$ cat config.mk
export PLATFORM = sky130hd
export DESIGN_NAME = fft_loader_flat
export DESIGN_NICKNAME = d
export VERILOG_FILES = /design/src/rtl/fft_pkg.sv /design/src/rtl/fft_loader_if.sv /design/src/rtl/bitrev.sv /design/src/rtl/fft_loader.sv /design/src/flat_wrapper.sv
export SDC_FILE = /design/constraint.sdc
export NUM_CORES = 1
export LEC_CHECK = 0
export BUFFER_PORTS_ARGS = -buffer_cell sky130_fd_sc_hd__buf_2
export CAP_MARGIN = 20
export CORE_MARGIN = 3
export CORE_UTILIZATION = 48
export CTS_CLUSTER_SIZE = 25
export DETAILED_ROUTE_END_ITERATION = 8
export PLACE_DENSITY = 0.79
export SLEW_MARGIN = 5
export SYNTH_ARGS = -nofsm -noshare
export SYNTH_HDL_FRONTEND = slang
export SYNTH_HIERARCHICAL = 1
export SYNTH_SLANG_ARGS = --single-unit
$ cat constraint.sdc
create_clock -name clk -period 1.8 [get_ports clk]
set_input_delay 0.45 -clock clk [delete_from_list [all_inputs] [get_ports clk]]
set_output_delay 0.45 -clock clk [all_outputs]
set_load 0.01 [all_outputs]
$ cat src/rtl/fft_pkg.sv
// fft_pkg: FFT sizing constants and loader FSM state, shared
// by the AGU and the sample loader.
package fft_pkg;

  localparam int BIT_WIDTH = 16;
  localparam int LEVEL     = 9;
  localparam int N         = 2 ** LEVEL;

  typedef enum logic [1:0] {
    ST_LOAD,
    ST_RUN,
    ST_HOLD,
    ST_CLEAR
  } fft_state_t;

endpackage

$ cat src/rtl/fft_loader_if.sv
// fft_loader_if: sample stream, RAM0 write port, AGU control and
// result handshake between the loader (master) and its neighbours.
interface fft_loader_if #(
  parameter int BIT_WIDTH = fft_pkg::BIT_WIDTH,
  parameter int LEVEL     = fft_pkg::LEVEL
);

  logic signed [BIT_WIDTH-1:0] sample_in;
  logic                        sample_valid;
  logic                        sample_ready;
  logic [LEVEL-1:0]            load_addr;
  logic [2*BIT_WIDTH-1:0]      load_data;
  logic                        load_we;
  logic                        fft_load;
  logic                        fft_enable;
  logic                        fft_done;
  logic                        agu_reset;
  logic                        result_valid;
  logic                        result_ack;

  modport master (
    input  sample_in,
    input  sample_valid,
    output sample_ready,
    output load_addr,
    output load_data,
    output load_we,
    output fft_load,
    output fft_enable,
    input  fft_done,
    output agu_reset,
    output result_valid,
    input  result_ack
  );

  modport slave (
    output sample_in,
    output sample_valid,
    input  sample_ready,
    input  load_addr,
    input  load_data,
    input  load_we,
    input  fft_load,
    input  fft_enable,
    output fft_done,
    input  agu_reset,
    input  result_valid,
    output result_ack
  );

endinterface

$ cat src/rtl/bitrev.sv
// bitrev: combinational LEVEL-bit index reversal.
// idx_i in, rev_o = idx_i with bit order reversed.
module bitrev #(
  parameter int LEVEL = fft_pkg::LEVEL
) (
  input  logic [LEVEL-1:0] idx_i,
  output logic [LEVEL-1:0] rev_o
);

  for (genvar i = 0; i < LEVEL; i++) begin : g_bit
    assign rev_o[i] = idx_i[LEVEL-1-i];
  end

endmodule

$ cat src/rtl/fft_loader.sv
// fft_loader: writes N real samples into RAM0 in bit-reversed order,
// runs the AGU, holds the result until acked. Ports: clk, reset, bus.
module fft_loader #(
  parameter int BIT_WIDTH = fft_pkg::BIT_WIDTH,
  parameter int LEVEL     = fft_pkg::LEVEL
) (
  input  logic         clk,
  input  logic         reset,
  fft_loader_if.master bus
);

  import fft_pkg::*;

  localparam int unsigned FRAME = 2 ** LEVEL;
  localparam logic [LEVEL:0] K_LAST = (LEVEL+1)'(FRAME - 1);

  fft_state_t state_q, state_d;

  logic [LEVEL:0]         k_q, k_d;
  logic                   accept;
  logic [LEVEL-1:0]       rev_addr;

  logic                   we_q, we_d;
  logic [LEVEL-1:0]       addr_q, addr_d;
  logic [2*BIT_WIDTH-1:0] data_q, data_d;
  logic                   load_q, load_d;
  logic                   en_q, en_d;
  logic                   rv_q, rv_d;

  assign accept = bus.sample_valid & (state_q == ST_LOAD);

  bitrev #(.LEVEL(LEVEL)) u_bitrev (
    .idx_i (k_q[LEVEL-1:0]),
    .rev_o (rev_addr)
  );

  always_ff @(posedge clk) begin
    if (!reset) begin
      state_q <= ST_LOAD;
      k_q     <= '0;
      we_q    <= 1'b0;
      addr_q  <= '0;
      data_q  <= '0;
      load_q  <= 1'b1;
      en_q    <= 1'b0;
      rv_q    <= 1'b0;
    end else begin
      state_q <= state_d;
      k_q     <= k_d;
      we_q    <= we_d;
      addr_q  <= addr_d;
      data_q  <= data_d;
      load_q  <= load_d;
      en_q    <= en_d;
      rv_q    <= rv_d;
    end
  end

  always_comb begin
    state_d = state_q;
    k_d     = k_q;
    unique case (state_q)
      ST_LOAD: begin
        if (accept) begin
          k_d = k_q + (LEVEL+1)'(1);
          if (k_q == K_LAST) state_d = ST_RUN;
        end
      end
      ST_RUN: begin
        if (bus.fft_done) state_d = ST_HOLD;
      end
      ST_HOLD: begin
        if (bus.result_ack) state_d = ST_CLEAR;
      end
      ST_CLEAR: begin
        k_d     = '0;
        state_d = ST_LOAD;
      end
      default: begin
        k_d     = '0;
        state_d = ST_LOAD;
      end
    endcase
  end

  // Registered outputs are computed from the next state so they
  // line up with the state they describe.
  always_comb begin
    we_d   = accept;
    addr_d = accept ? rev_addr : addr_q;
    data_d = accept ? {bus.sample_in, {BIT_WIDTH{1'b0}}} : data_q;
    load_d = (state_d == ST_LOAD);
    en_d   = (state_d == ST_RUN);
    rv_d   = (state_d == ST_HOLD);
  end

  assign bus.sample_ready = (state_q == ST_LOAD);
  assign bus.agu_reset    = reset & (state_q != ST_CLEAR);
  assign bus.load_we      = we_q;
  assign bus.load_addr    = addr_q;
  assign bus.load_data    = data_q;
  assign bus.fft_load     = load_q;
  assign bus.fft_enable   = en_q;
  assign bus.result_valid = rv_q;

endmodule

$ cat src/flat_wrapper.sv
// flat-port wrapper written by rule: the top's interface ports become plain ports
module fft_loader_flat import fft_pkg::*;
#(
  parameter int BIT_WIDTH = fft_pkg::BIT_WIDTH,
  parameter int LEVEL     = fft_pkg::LEVEL
)
  (clk, reset, bus_sample_in, bus_sample_valid, bus_sample_ready, bus_load_addr, bus_load_data, bus_load_we, bus_fft_load, bus_fft_enable, bus_fft_done, bus_agu_reset, bus_result_valid, bus_result_ack);
  fft_loader_if #(.BIT_WIDTH(BIT_WIDTH), .LEVEL(LEVEL)) bus_i ();
  input  logic clk;
  input  logic reset;
  input wire logic [$bits(bus_i.sample_in)-1:0] bus_sample_in;
  input wire logic [$bits(bus_i.sample_valid)-1:0] bus_sample_valid;
  output wire logic [$bits(bus_i.sample_ready)-1:0] bus_sample_ready;
  output wire logic [$bits(bus_i.load_addr)-1:0] bus_load_addr;
  output wire logic [$bits(bus_i.load_data)-1:0] bus_load_data;
  output wire logic [$bits(bus_i.load_we)-1:0] bus_load_we;
  output wire logic [$bits(bus_i.fft_load)-1:0] bus_fft_load;
  output wire logic [$bits(bus_i.fft_enable)-1:0] bus_fft_enable;
  input wire logic [$bits(bus_i.fft_done)-1:0] bus_fft_done;
  output wire logic [$bits(bus_i.agu_reset)-1:0] bus_agu_reset;
  output wire logic [$bits(bus_i.result_valid)-1:0] bus_result_valid;
  input wire logic [$bits(bus_i.result_ack)-1:0] bus_result_ack;
  assign bus_i.sample_in = bus_sample_in;
  assign bus_i.sample_valid = bus_sample_valid;
  assign bus_sample_ready = bus_i.sample_ready;
  assign bus_load_addr = bus_i.load_addr;
  assign bus_load_data = bus_i.load_data;
  assign bus_load_we = bus_i.load_we;
  assign bus_fft_load = bus_i.fft_load;
  assign bus_fft_enable = bus_i.fft_enable;
  assign bus_i.fft_done = bus_fft_done;
  assign bus_agu_reset = bus_i.agu_reset;
  assign bus_result_valid = bus_i.result_valid;
  assign bus_i.result_ack = bus_result_ack;
  fft_loader #(.BIT_WIDTH(BIT_WIDTH), .LEVEL(LEVEL)) u_core (.clk(clk), .reset(reset), .bus(bus_i));
endmodule
==> impl_metrics.py <==
metrics = {
    "min_path": {
        "hold_path_class": "input port to flip-flop",
    },
    "grt": {
        "grt_usage_pct": 17.05,
        "overflow": 0,
        "grt_antenna_before_repair": 0,
        "grt_pass1_vias": 1334,
        "grt_pass1_wl_mm": 5.906,
        "grt_max_degree": 25,
    },
    "synth": {
        "ys.flop_type": "dfxtp_1",
        "synth_area_leaders": "dfxtp_1 46%, nand2_1 12%, buf_4 10%",
        "synth_edf_count": 0,
        "synth_top_area_share_pct": 45.56,
        "synthArstFlopShare_pct": 0,
        "yosys_warnings": 6,
        "avgSynthCellArea_sq_um": 8.265,
        "yosysSeqAreaShare_pct": 45.56,
        "synth_area_sq_mm": 0.001802,
        "ys_ff_latch": 41,
        "synth.distinct_cells": 36,
        "synth_cells": 218,
        "synth_top_area_cell": "dfxtp_1",
    },
    "sta": {
        "holdWs_ns": 0.4005,
        "rsz0062_at_grt": "false",
        "drv_slew": 0,
        "hold_viol_final": 0,
        "post-route-min-period_ns": 1.654,
        "fmax_mhz": 604.6,
        "period_share_pct": 91.89,
        "setup_ws_ns": 0.1460,
        "skew_ns": 0.003856,
        "tns_ns": 0,
        "setup-violations-final": 0,
    },
    "routing": {
        "via_per_inst": 5.019,
        "first_pass_iters": 4,
        "num_vias": 1571,
        "antenna_left": 0,
        "routed_wirelength_mm": 3.652,
        "drt_iter0_drc": 125,
        "drc": 0,
        "routedWlPerCell_um": 11.67,
    },
    "placement": {
        "io_buffers": 51,
        "gp_congestion": 0.7931,
        "postPlaceCellArea_sq_mm": 0.002024,
        "pre_cts_slack_ns": 0.008739,
        "place_inst": 305,
        "dpl.hpwl_mm": 2.698,
    },
    "clock_network": {
        "clk_path_buf_depth": 2,
        "cts_inserted_buffers": 5,
        "cts_root_buf": "clkbuf_8",
        "ctsHoldBuffers": 0,
        "cts_resized": 0,
        "htree_levels": 2,
        "worstSkewPairLatency_ns": 0.28,
        "clock-sinks": 41,
        "clk_pin_slew_ns": 0.07,
        "cts_tree": "yes",
        "cts_setup_buffers": 0,
    },
    "outcome": {
        "status": "finished, final reports clean",
    },
    "floorplanning": {
        "dieArea_sq_mm": 0.004525,
        "fp.dieH_um": 67.27,
        "num_rows": 21,
        "design.core.area_sq_mm": 0.003468,
        "die_x_um": 67.27,
        "start_util_pct": 51.95,
        "io_pins": 68,
    },
    "pwr": {
        "p_per_area_mw_per_mm2": 793.5,
        "vdd_drop_max_mv": 0.4440,
        "leakage_nw": 0.9349,
        "total_power_mw": 1.670,
    },
    "setup_path": {
        "worstSetupPathType": "flip-flop to flip-flop",
        "cp-start-kind": "flip-flop",
        "required_ns": 1.97,
        "crit_path_end_kind": "flip-flop",
        "cp_max_fo": 8,
        "arrival_ns": 1.82,
    },
    "finish": {
        "final_util_pct": 60.68,
        "mostFrequentLayoutCells": "57 x nand2_1, 51 x buf_2, 41 x dfxtp_1",
        "final_layout_size_suffix_gt1_share_pct": 26.97,
        "final_common_cell": "nand2_1",
        "nFillCells": 357,
        "syn2layout_area_growth_pct": 16.81,
        "layout.cells.non_filler": 313,
        "design_area_sq_mm": 0.002105,
        "nets": 288,
        "antenna_cells": 0,
    },
    "flow_run": {
        "drv_cap": 0,
    },
}
==> metal layers <==
layer  GRT usage (%)  wire, um  up-vias
li1                -         -      794
met1           22.46      1590      705
met2           26.26      1745       68
met3           4.493       288        4
met4           7.342        28        0
met5               0         0        -
==> worst paths after layout <==
check	from	end	slack [ns]	depth (start not counted)
max	u_core/k_q[2]	u_core/k_q[8]	0.15	3
min	bus_sample_in[14]	u_core/bus.load_data[30]	0.40	3
max reg2reg	u_core/k_q[2]	u_core/k_q[8]	0.15	3
min reg2reg	u_core/bus.load_addr[3]	u_core/bus.load_addr[3]	0.45	2
==> power by group <==
group	internal [mW]	switching, mW
combinational	0.0693	0.104
clock	0.275	0.273
sequential	0.934	0.0146
total	1.28	0.392
==> synth_stat cells, drive strengths merged (3+ instances only) <==
cell type and count:
nand2 57, dfxtp 41, a21oi 29, buf 28, clkbuf 9, nand3 8, nand2b 4, nand3b 3
or4 3
==> kinds of logic after synthesis <==
group,synth area share [%]
buffers and inverters,13.89
muxes,1.111
other,0.2081
adders and majority gates,0.6943
DFF,45.56
and+or+nand+nor,24.17
AOI/OAI and AO/OA,14.38
==> worst max-delay path, stage by stage (launching register included) <==
cell     delay (ns)
dfxtp_1        0.50
nand4_1        0.34
or2_2          0.40
a221o_1        0.30
==> sequential cells by signal, indices dropped and copies added, names as in the netlist <==
signal and flops:
u_core/bus.load_we 1, u_core/state_q 2, u_core/bus.fft_load 1, u_core/bus.load_data 16, u_core/bus.result_valid 1, u_core/bus.load_addr 9, u_core/bus.fft_enable 1, u_core/k_q 10
==> area by class of cell <==
cell class / instances / area (sq um) / share of cell area (%)
sequential: 41 / 820.8 / 39.00
inverter: 2 / 7.507 / 0.3567
timing repair buffer: 63 / 345.3 / 16.41
clock buffer: 8 / 80.08 / 3.805
multi-input combinational: 153 / 793.3 / 37.69
tap: 46 / 57.56 / 2.735
No activity file was read; power rests on OpenSTA's default activity.
